<file path="src/rtl/riscy_pkg.sv">
// Shared RV32I decode constants and the decoded-slot layout used by the
// decode stage and anything downstream that consumes its output.
package riscy_pkg;

    localparam logic [6:0] OPC_OP     = 7'b0110011;
    localparam logic [6:0] OPC_OP_IMM = 7'b0010011;

    localparam logic [2:0] F3_ADD  = 3'b000;
    localparam logic [2:0] F3_SLL  = 3'b001;
    localparam logic [2:0] F3_SLT  = 3'b010;
    localparam logic [2:0] F3_SLTU = 3'b011;
    localparam logic [2:0] F3_XOR  = 3'b100;
    localparam logic [2:0] F3_SR   = 3'b101;
    localparam logic [2:0] F3_OR   = 3'b110;
    localparam logic [2:0] F3_AND  = 3'b111;

    localparam logic [6:0] F7_BASE = 7'b0000000;
    localparam logic [6:0] F7_ALT  = 7'b0100000;

    typedef struct packed {
        logic        illegal;
        logic [2:0]  funct3;
        logic        funct7;
        logic [31:0] rs1;
        logic [31:0] rs2;
        logic [4:0]  rd;
    } slot_t;

    typedef enum logic {
        SLOT_EMPTY = 1'b0,
        SLOT_FULL  = 1'b1
    } slot_state_e;

endpackage

</file>
<file path="src/rtl/regfile.sv">
// 32x32 register file, two asynchronous read ports and one write port.
// x0 is hardwired to zero; writes to it are dropped.
module regfile #(
    parameter bit REG_RESET = 1'b1
) (
    input  logic        clk,
    input  logic        rst,
    input  logic [4:0]  raddr1,
    input  logic [4:0]  raddr2,
    output logic [31:0] rdata1,
    output logic [31:0] rdata2,
    input  logic        we,
    input  logic [4:0]  waddr,
    input  logic [31:0] wdata
);

    logic [31:0] mem_q [32];
    logic [31:0] mem_d [32];

    always_comb begin
        mem_d = mem_q;
        if (we && (waddr != 5'd0)) begin
            mem_d[waddr] = wdata;
        end
    end

    // A write-back coinciding with reset is discarded even when the array
    // itself is not cleared.
    always_ff @(posedge clk) begin
        if (rst) begin
            if (REG_RESET) begin
                for (int i = 0; i < 32; i++) begin
                    mem_q[i] <= '0;
                end
            end
        end else begin
            mem_q <= mem_d;
        end
    end

    assign rdata1 = (raddr1 == 5'd0) ? 32'd0 : mem_q[raddr1];
    assign rdata2 = (raddr2 == 5'd0) ? 32'd0 : mem_q[raddr2];

endmodule

</file>
<file path="src/rtl/decode_stage.sv">
// RV32I OP / OP-IMM decode and operand fetch feeding the integer ALU through
// a one-entry registered output slot.
module decode_stage
    import riscy_pkg::*;
#(
    parameter int XLEN      = 32,
    parameter bit REG_RESET = 1'b1
) (
    input  logic            clk,
    input  logic            rst,
    input  logic            in_valid,
    output logic            in_ready,
    input  logic [31:0]     in_instr,
    input  logic            wb_en,
    input  logic [4:0]      wb_addr,
    input  logic [XLEN-1:0] wb_data,
    output logic            out_valid,
    input  logic            out_ready,
    output logic [2:0]      out_funct3,
    output logic            out_funct7,
    output logic [XLEN-1:0] out_rs1,
    output logic [XLEN-1:0] out_rs2,
    output logic [4:0]      out_rd,
    output logic            out_illegal
);

    // Handshake: a transfer happens on a rising edge where valid && ready;
    // in_ready depends only on slot occupancy and out_ready.
    slot_state_e state_q, state_d;
    slot_t       slot_q, slot_d;
    slot_t       dec;

    logic [4:0]  rs1_idx, rs2_idx;
    logic [31:0] rf_rd1, rf_rd2, rs1_val, rs2_val, imm;
    logic [6:0]  f7;
    logic [2:0]  f3;
    logic        legal, accept, wb_live;

    assign rs1_idx = in_instr[19:15];
    assign rs2_idx = in_instr[24:20];
    assign f7      = in_instr[31:25];
    assign f3      = in_instr[14:12];
    assign imm     = {{20{in_instr[31]}}, in_instr[31:20]};

    regfile #(.REG_RESET(REG_RESET)) u_regfile (
        .clk    (clk),
        .rst    (rst),
        .raddr1 (rs1_idx),
        .raddr2 (rs2_idx),
        .rdata1 (rf_rd1),
        .rdata2 (rf_rd2),
        .we     (wb_en),
        .waddr  (wb_addr),
        .wdata  (wb_data)
    );

    assign wb_live = wb_en && (wb_addr != 5'd0);
    assign rs1_val = (wb_live && (wb_addr == rs1_idx)) ? wb_data : rf_rd1;
    assign rs2_val = (wb_live && (wb_addr == rs2_idx)) ? wb_data : rf_rd2;

    always_comb begin
        dec        = '0;
        dec.rd     = in_instr[11:7];
        legal      = 1'b0;
        case (in_instr[6:0])
            OPC_OP: begin
                legal      = (f7 == F7_BASE) ||
                             ((f7 == F7_ALT) && ((f3 == F3_ADD) || (f3 == F3_SR)));
                dec.funct3 = f3;
                dec.funct7 = in_instr[30];
                dec.rs1    = rs1_val;
                // The ALU shifts by its whole operand, so trim to a 5-bit amount.
                dec.rs2    = ((f3 == F3_SLL) || (f3 == F3_SR)) ?
                             {27'd0, rs2_val[4:0]} : rs2_val;
            end
            OPC_OP_IMM: begin
                dec.funct3 = f3;
                dec.rs1    = rs1_val;
                case (f3)
                    F3_SLL: begin
                        legal   = (f7 == F7_BASE);
                        dec.rs2 = {27'd0, in_instr[24:20]};
                    end
                    F3_SR: begin
                        legal      = (f7 == F7_BASE) || (f7 == F7_ALT);
                        dec.funct7 = (f7 == F7_ALT);
                        dec.rs2    = {27'd0, in_instr[24:20]};
                    end
                    default: begin
                        legal   = 1'b1;
                        dec.rs2 = imm;
                    end
                endcase
            end
            default: legal = 1'b0;
        endcase
        if (!legal) begin
            dec         = '0;
            dec.illegal = 1'b1;
            dec.rd      = in_instr[11:7];
        end
    end

    assign in_ready = (state_q == SLOT_EMPTY) || out_ready;
    assign accept   = in_valid && in_ready;

    always_comb begin
        state_d = state_q;
        slot_d  = slot_q;
        if (accept) begin
            state_d = SLOT_FULL;
            slot_d  = dec;
        end else if ((state_q == SLOT_FULL) && out_ready) begin
            state_d = SLOT_EMPTY;
        end
    end

    always_ff @(posedge clk) begin
        if (rst) begin
            state_q <= SLOT_EMPTY;
            slot_q  <= '0;
        end else begin
            state_q <= state_d;
            slot_q  <= slot_d;
        end
    end

    assign out_valid   = (state_q == SLOT_FULL);
    assign out_illegal = slot_q.illegal;
    assign out_funct3  = slot_q.funct3;
    assign out_funct7  = slot_q.funct7;
    assign out_rs1     = slot_q.rs1;
    assign out_rs2     = slot_q.rs2;
    assign out_rd      = slot_q.rd;

endmodule

</file>
<file path="config.mk">
export PLATFORM = sky130hd
export DESIGN_NAME = decode_stage
export DESIGN_NICKNAME = d
export VERILOG_FILES = /design/src/rtl/riscy_pkg.sv /design/src/rtl/regfile.sv /design/src/rtl/decode_stage.sv
export SDC_FILE = /design/constraint.sdc
export NUM_CORES = 2
export LEC_CHECK = 0
export ABC_AREA = 0
export CAP_MARGIN = 5
export CORE_UTILIZATION = 61
export CTS_CLUSTER_SIZE = 14
export DETAILED_ROUTE_END_ITERATION = 7
export PLACE_DENSITY = 0.84
export SLEW_MARGIN = 20
export SYNTH_ARGS = -nofsm -noshare
export SYNTH_HDL_FRONTEND = slang
export SYNTH_SLANG_ARGS = --single-unit
</file>
<file path="constraint.sdc">
create_clock -name clk -period 5.5 [get_ports clk]
set_input_delay 1.1 -clock clk [delete_from_list [all_inputs] [get_ports clk]]
set_output_delay 1.1 -clock clk [all_outputs]
set_load 0.02 [all_outputs]
</file>
==> flow_summary_export.csv <==
group,metric,value,unit
global_route,largest_net_degree_at_the_start_of_global_routing,240,
layout,fillCellCount,6508,
global_route,antenna_found_initial,25,
cts,cts-htree-levels,3,
synthesis,ys_types,64,
place,pre_cts_ws,1.112,ns
detailed_routing,drt-pass1-iter-count,8,
synthesis,synthMostInstantiatedCell,"nand2_1",
timing,max_slew.worst_pin.slew,1.290,ns
die,chipWidth,302.7,um
place,final_hpwl_from_detailed_placement,123100,um
timing,hold_viol,0,
synthesis,ys_dominant_reg_cell,"dfxtp_1",
global_route,grt_util_all_layers,44.99,%
cts,cts-buffers-inserted,112,
critical_path,worst_setup_path_end_kind,"register",
synthesis,ys_warn_count,0,
hold_path,hold_path_class,"register to register",
critical_path,critical_path_peak_fanout,39,
global_route,global_route_wire_length_before_repair,308800,um
detailed_routing,detail_route.wl_per_cell,28.65,um
place,placement.io_buffers,149,
critical_path,cp_slowest_cell,"buf_4",
timing,worst_hold_slack,0.4566,ns
layout,area_taken_by_multi_input_logic_gates,0.03062,mm^2
timing,finClkSkew,0.02108,ns
die,die_area,0.09164,mm^2
synthesis,biggest_area_contributors_in_the_synthesized_netlist,"dfxtp_1 (40%), mux4_2 (17%), nand2_1 (14%), a21oi_1 (9.7%), mux2i_1 (5.0%)",
global_route,grt_pass1_vias,51000,
detailed_routing,drc,26,
pwr,irDropWorstVdd,0.0002538,V
layout,synthToLayoutAreaGrowth,10.38,%
critical_path,critPathArrivalTime,4.49,ns
timing,final.period_utilization,70.55,%
critical_path,critical_path.most_common_cell,"buf_4",
place,gpl.final_weighted_congestion,0.9910,
synthesis,netlist_area,0.05516,mm^2
synthesis,most_frequent_cells_after_synthesis,"nand2_1 (2115), dfxtp_1 (1099), a21oi_1 (1074), clkbuf_1 (490), mux4_2 (418)",
critical_path,cp_cell_sequence,"buf_4 > buf_4 > xnor2_1 > nand3_1 > o211a_1 > nand4_1 > o21ai_0",
timing,grt_setup_unrepaired,"false",
timing,final.setup.tns,0,ns
critical_path,critical_path_class,"primary input to register",
critical_path,worst_path_largest_cell_delay,0.82,ns
place,detailed_place.area,0.05699,mm^2
place,dpl.cell_count,7108,
detailed_routing,detailedRoute.firstIterationViolations,10300,
synthesis,syn-mean-instance-area,8.750,um^2
cts,clk_latency,0.73,ns
critical_path,timing.reg2reg.worst_path_depth,5,
layout,layoutNonFillerInstCount,7320,
critical_path,timing.rr.end,"out_rs2[7]",
timing,report.final.setup_viol,0,
cts,clkSinkCount,1099,
pwr,cellLeakagePower,20.10,nW
global_route,global_route.overflow_total,0,
die,top_level_ports,150,
synthesis,count_of_flip_flops_with_a_built_in_enable_after_synthesis,0,
timing,max_clock_freq,0.2577,GHz
critical_path,critPathLaunchType,"primary input",
pwr,power.density,289.3,mW/mm^2
status,failed_checks,"design-rule violations",
critical_path,cp.required,6.11,ns
critical_path,worst_setup_path_startpoint,"in_instr[22]",
timing,timing_max_transition_violations_final,0,
die,std_cell_rows,109,
pwr,fin_total_pwr,17.62,mW
synthesis,synth_fp_nets,6378,
cts,clockRootBuffer,"clkbuf_16",
synthesis,post-synth-top-area-cell,"dfxtp_1",
cts,post_cts_resize_count,0,
status,outcome,"finished with violations",
timing,relSlewSlack,13.78,%
timing,final_critical_path_setup_slack,1.620,ns
layout,layout.nets,6132,
synthesis,post_synth_inst_count,6304,
cts,cts_setup_buffers,0,
synthesis,synth-seq-cells,1099,
synthesis,seq_area_frac_synth,39.88,%
detailed_routing,detailroute.via_count,53130,
layout,final_layout_size_suffix_gt1_share,14.93,%
critical_path,critical_path.endpoint,"out_rs2[17]",
layout,ff_latch_area,0.02200,mm^2
flow_run,max_cap_viol_count,0,
cts,tritoncts,"built",
die,die_h,302.7,um
detailed_routing,drt.antenna.violating_nets,0,
timing,finalCriticalPeriod,3.880,ns
synthesis,async_flop_share,0,%
cts,clk_pin_slew,0.06,ns
detailed_routing,via_per_inst,7.258,
synthesis,synth_top_cell_area_share,39.88,%
layout,layout.cell_area.non_filler,0.06089,mm^2
die,fp.coreArea,0.08892,mm^2
layout,finalCoreUtilization,68.47,%
detailed_routing,totalWireLength,209700,um
critical_path,rr_startpoint,"u_regfile.mem_q[135]",
critical_path,timing.reg2reg.setup_slack,2.92,ns
die,floorplan.initialDensity,62.03,%
cts,longest_clk_path_bufs,3,
cts,cts_hold_buf,0,
## layout by cell type, fill, tap and decap left out, types with 18 or more instances in the layout
master           instances
nand2_1               2083
dfxtp_1               1099
a21oi_1               1074
mux4_2                 418
mux2i_1                278
buf_4                  137
clkdlybuf4s50_1        136
clkbuf_16              116
mux2_2                  58
a22oi_1                 53
nor2b_1                 45
o22ai_1                 40
nand3_1                 39
a31oi_1                 39
o221ai_1                38
nor2_4                  32
nand2_2                 31
o21ai_0                 29
a221oi_1                24
clkbuf_8                24
nor2_1                  23
a211oi_1                23
clkinv_2                22
and2_1                  21
clkbuf_1                21
buf_12                  20
a2bb2oi_1               18
## power breakdown
part           internal [mW]  leakage, nW  total (mW)  switching (mW)
registers               8.02         8.86        8.06          0.0445
logic                  0.437         9.34        1.46            1.03
clock network           4.72         1.90        8.09            3.37
## cell families after synthesis
logic type	after synthesis	share of synthesized area, %
AO/OA/AOI/OAI	1425	14.59
XOR/XNOR	11	0.1747
buffers and inverters	667	5.251
flip-flops	1099	39.88
multiplexers	754	23.29
AND/OR/NAND/NOR	2348	16.81
## critical path: cells and delay by family
kind            cells  cell delay, ns
compound gates      2            0.81
xor+xnor            1            0.17
buf+inv             2            1.34
simple gates        2            1.02
## how the worst min path moves through the flow
stage                                     from  cells past startpoint                    to
after floorplan           u_regfile.mem_q[110]                      2  u_regfile.mem_q[110]
after global placement              out_rs2[4]                      1            out_rs2[4]
after detailed placement             out_rd[3]                      2             out_rd[3]
after CTS                            out_rd[3]                      2             out_rd[3]
after global routing      u_regfile.mem_q[433]                      2  u_regfile.mem_q[433]
final                                out_rd[0]                      2             out_rd[0]
## cell type report
type	instances	share of cell area, %
Multi-Input combinational cell	4538	50.28
Sequential cell	1099	36.13
Clock buffer	161	5.439
Timing Repair Buffer	304	4.809
Tap cell	1165	2.394
Clock inverter	42	0.8898
Antenna cell	8	0.03288
Inverter	3	0.01849
## sequential cells by signal (all words and copies together), names as in the netlist
signal / flops
out_rs2: 32
out_rd: 5
out_rs1: 32
out_funct7: 1
out_illegal: 1
u_regfile.mem_q: 1024
out_valid: 1
out_funct3: 3
## metal layers
layer	part of all wire [%]	track usage, %
met1	32	53.67
met2	42	64.49
met3	18	19.46
met4	8.8	32.94
met5	0.12	0.8799
Note: power is estimated with default switching activity, not from simulation.
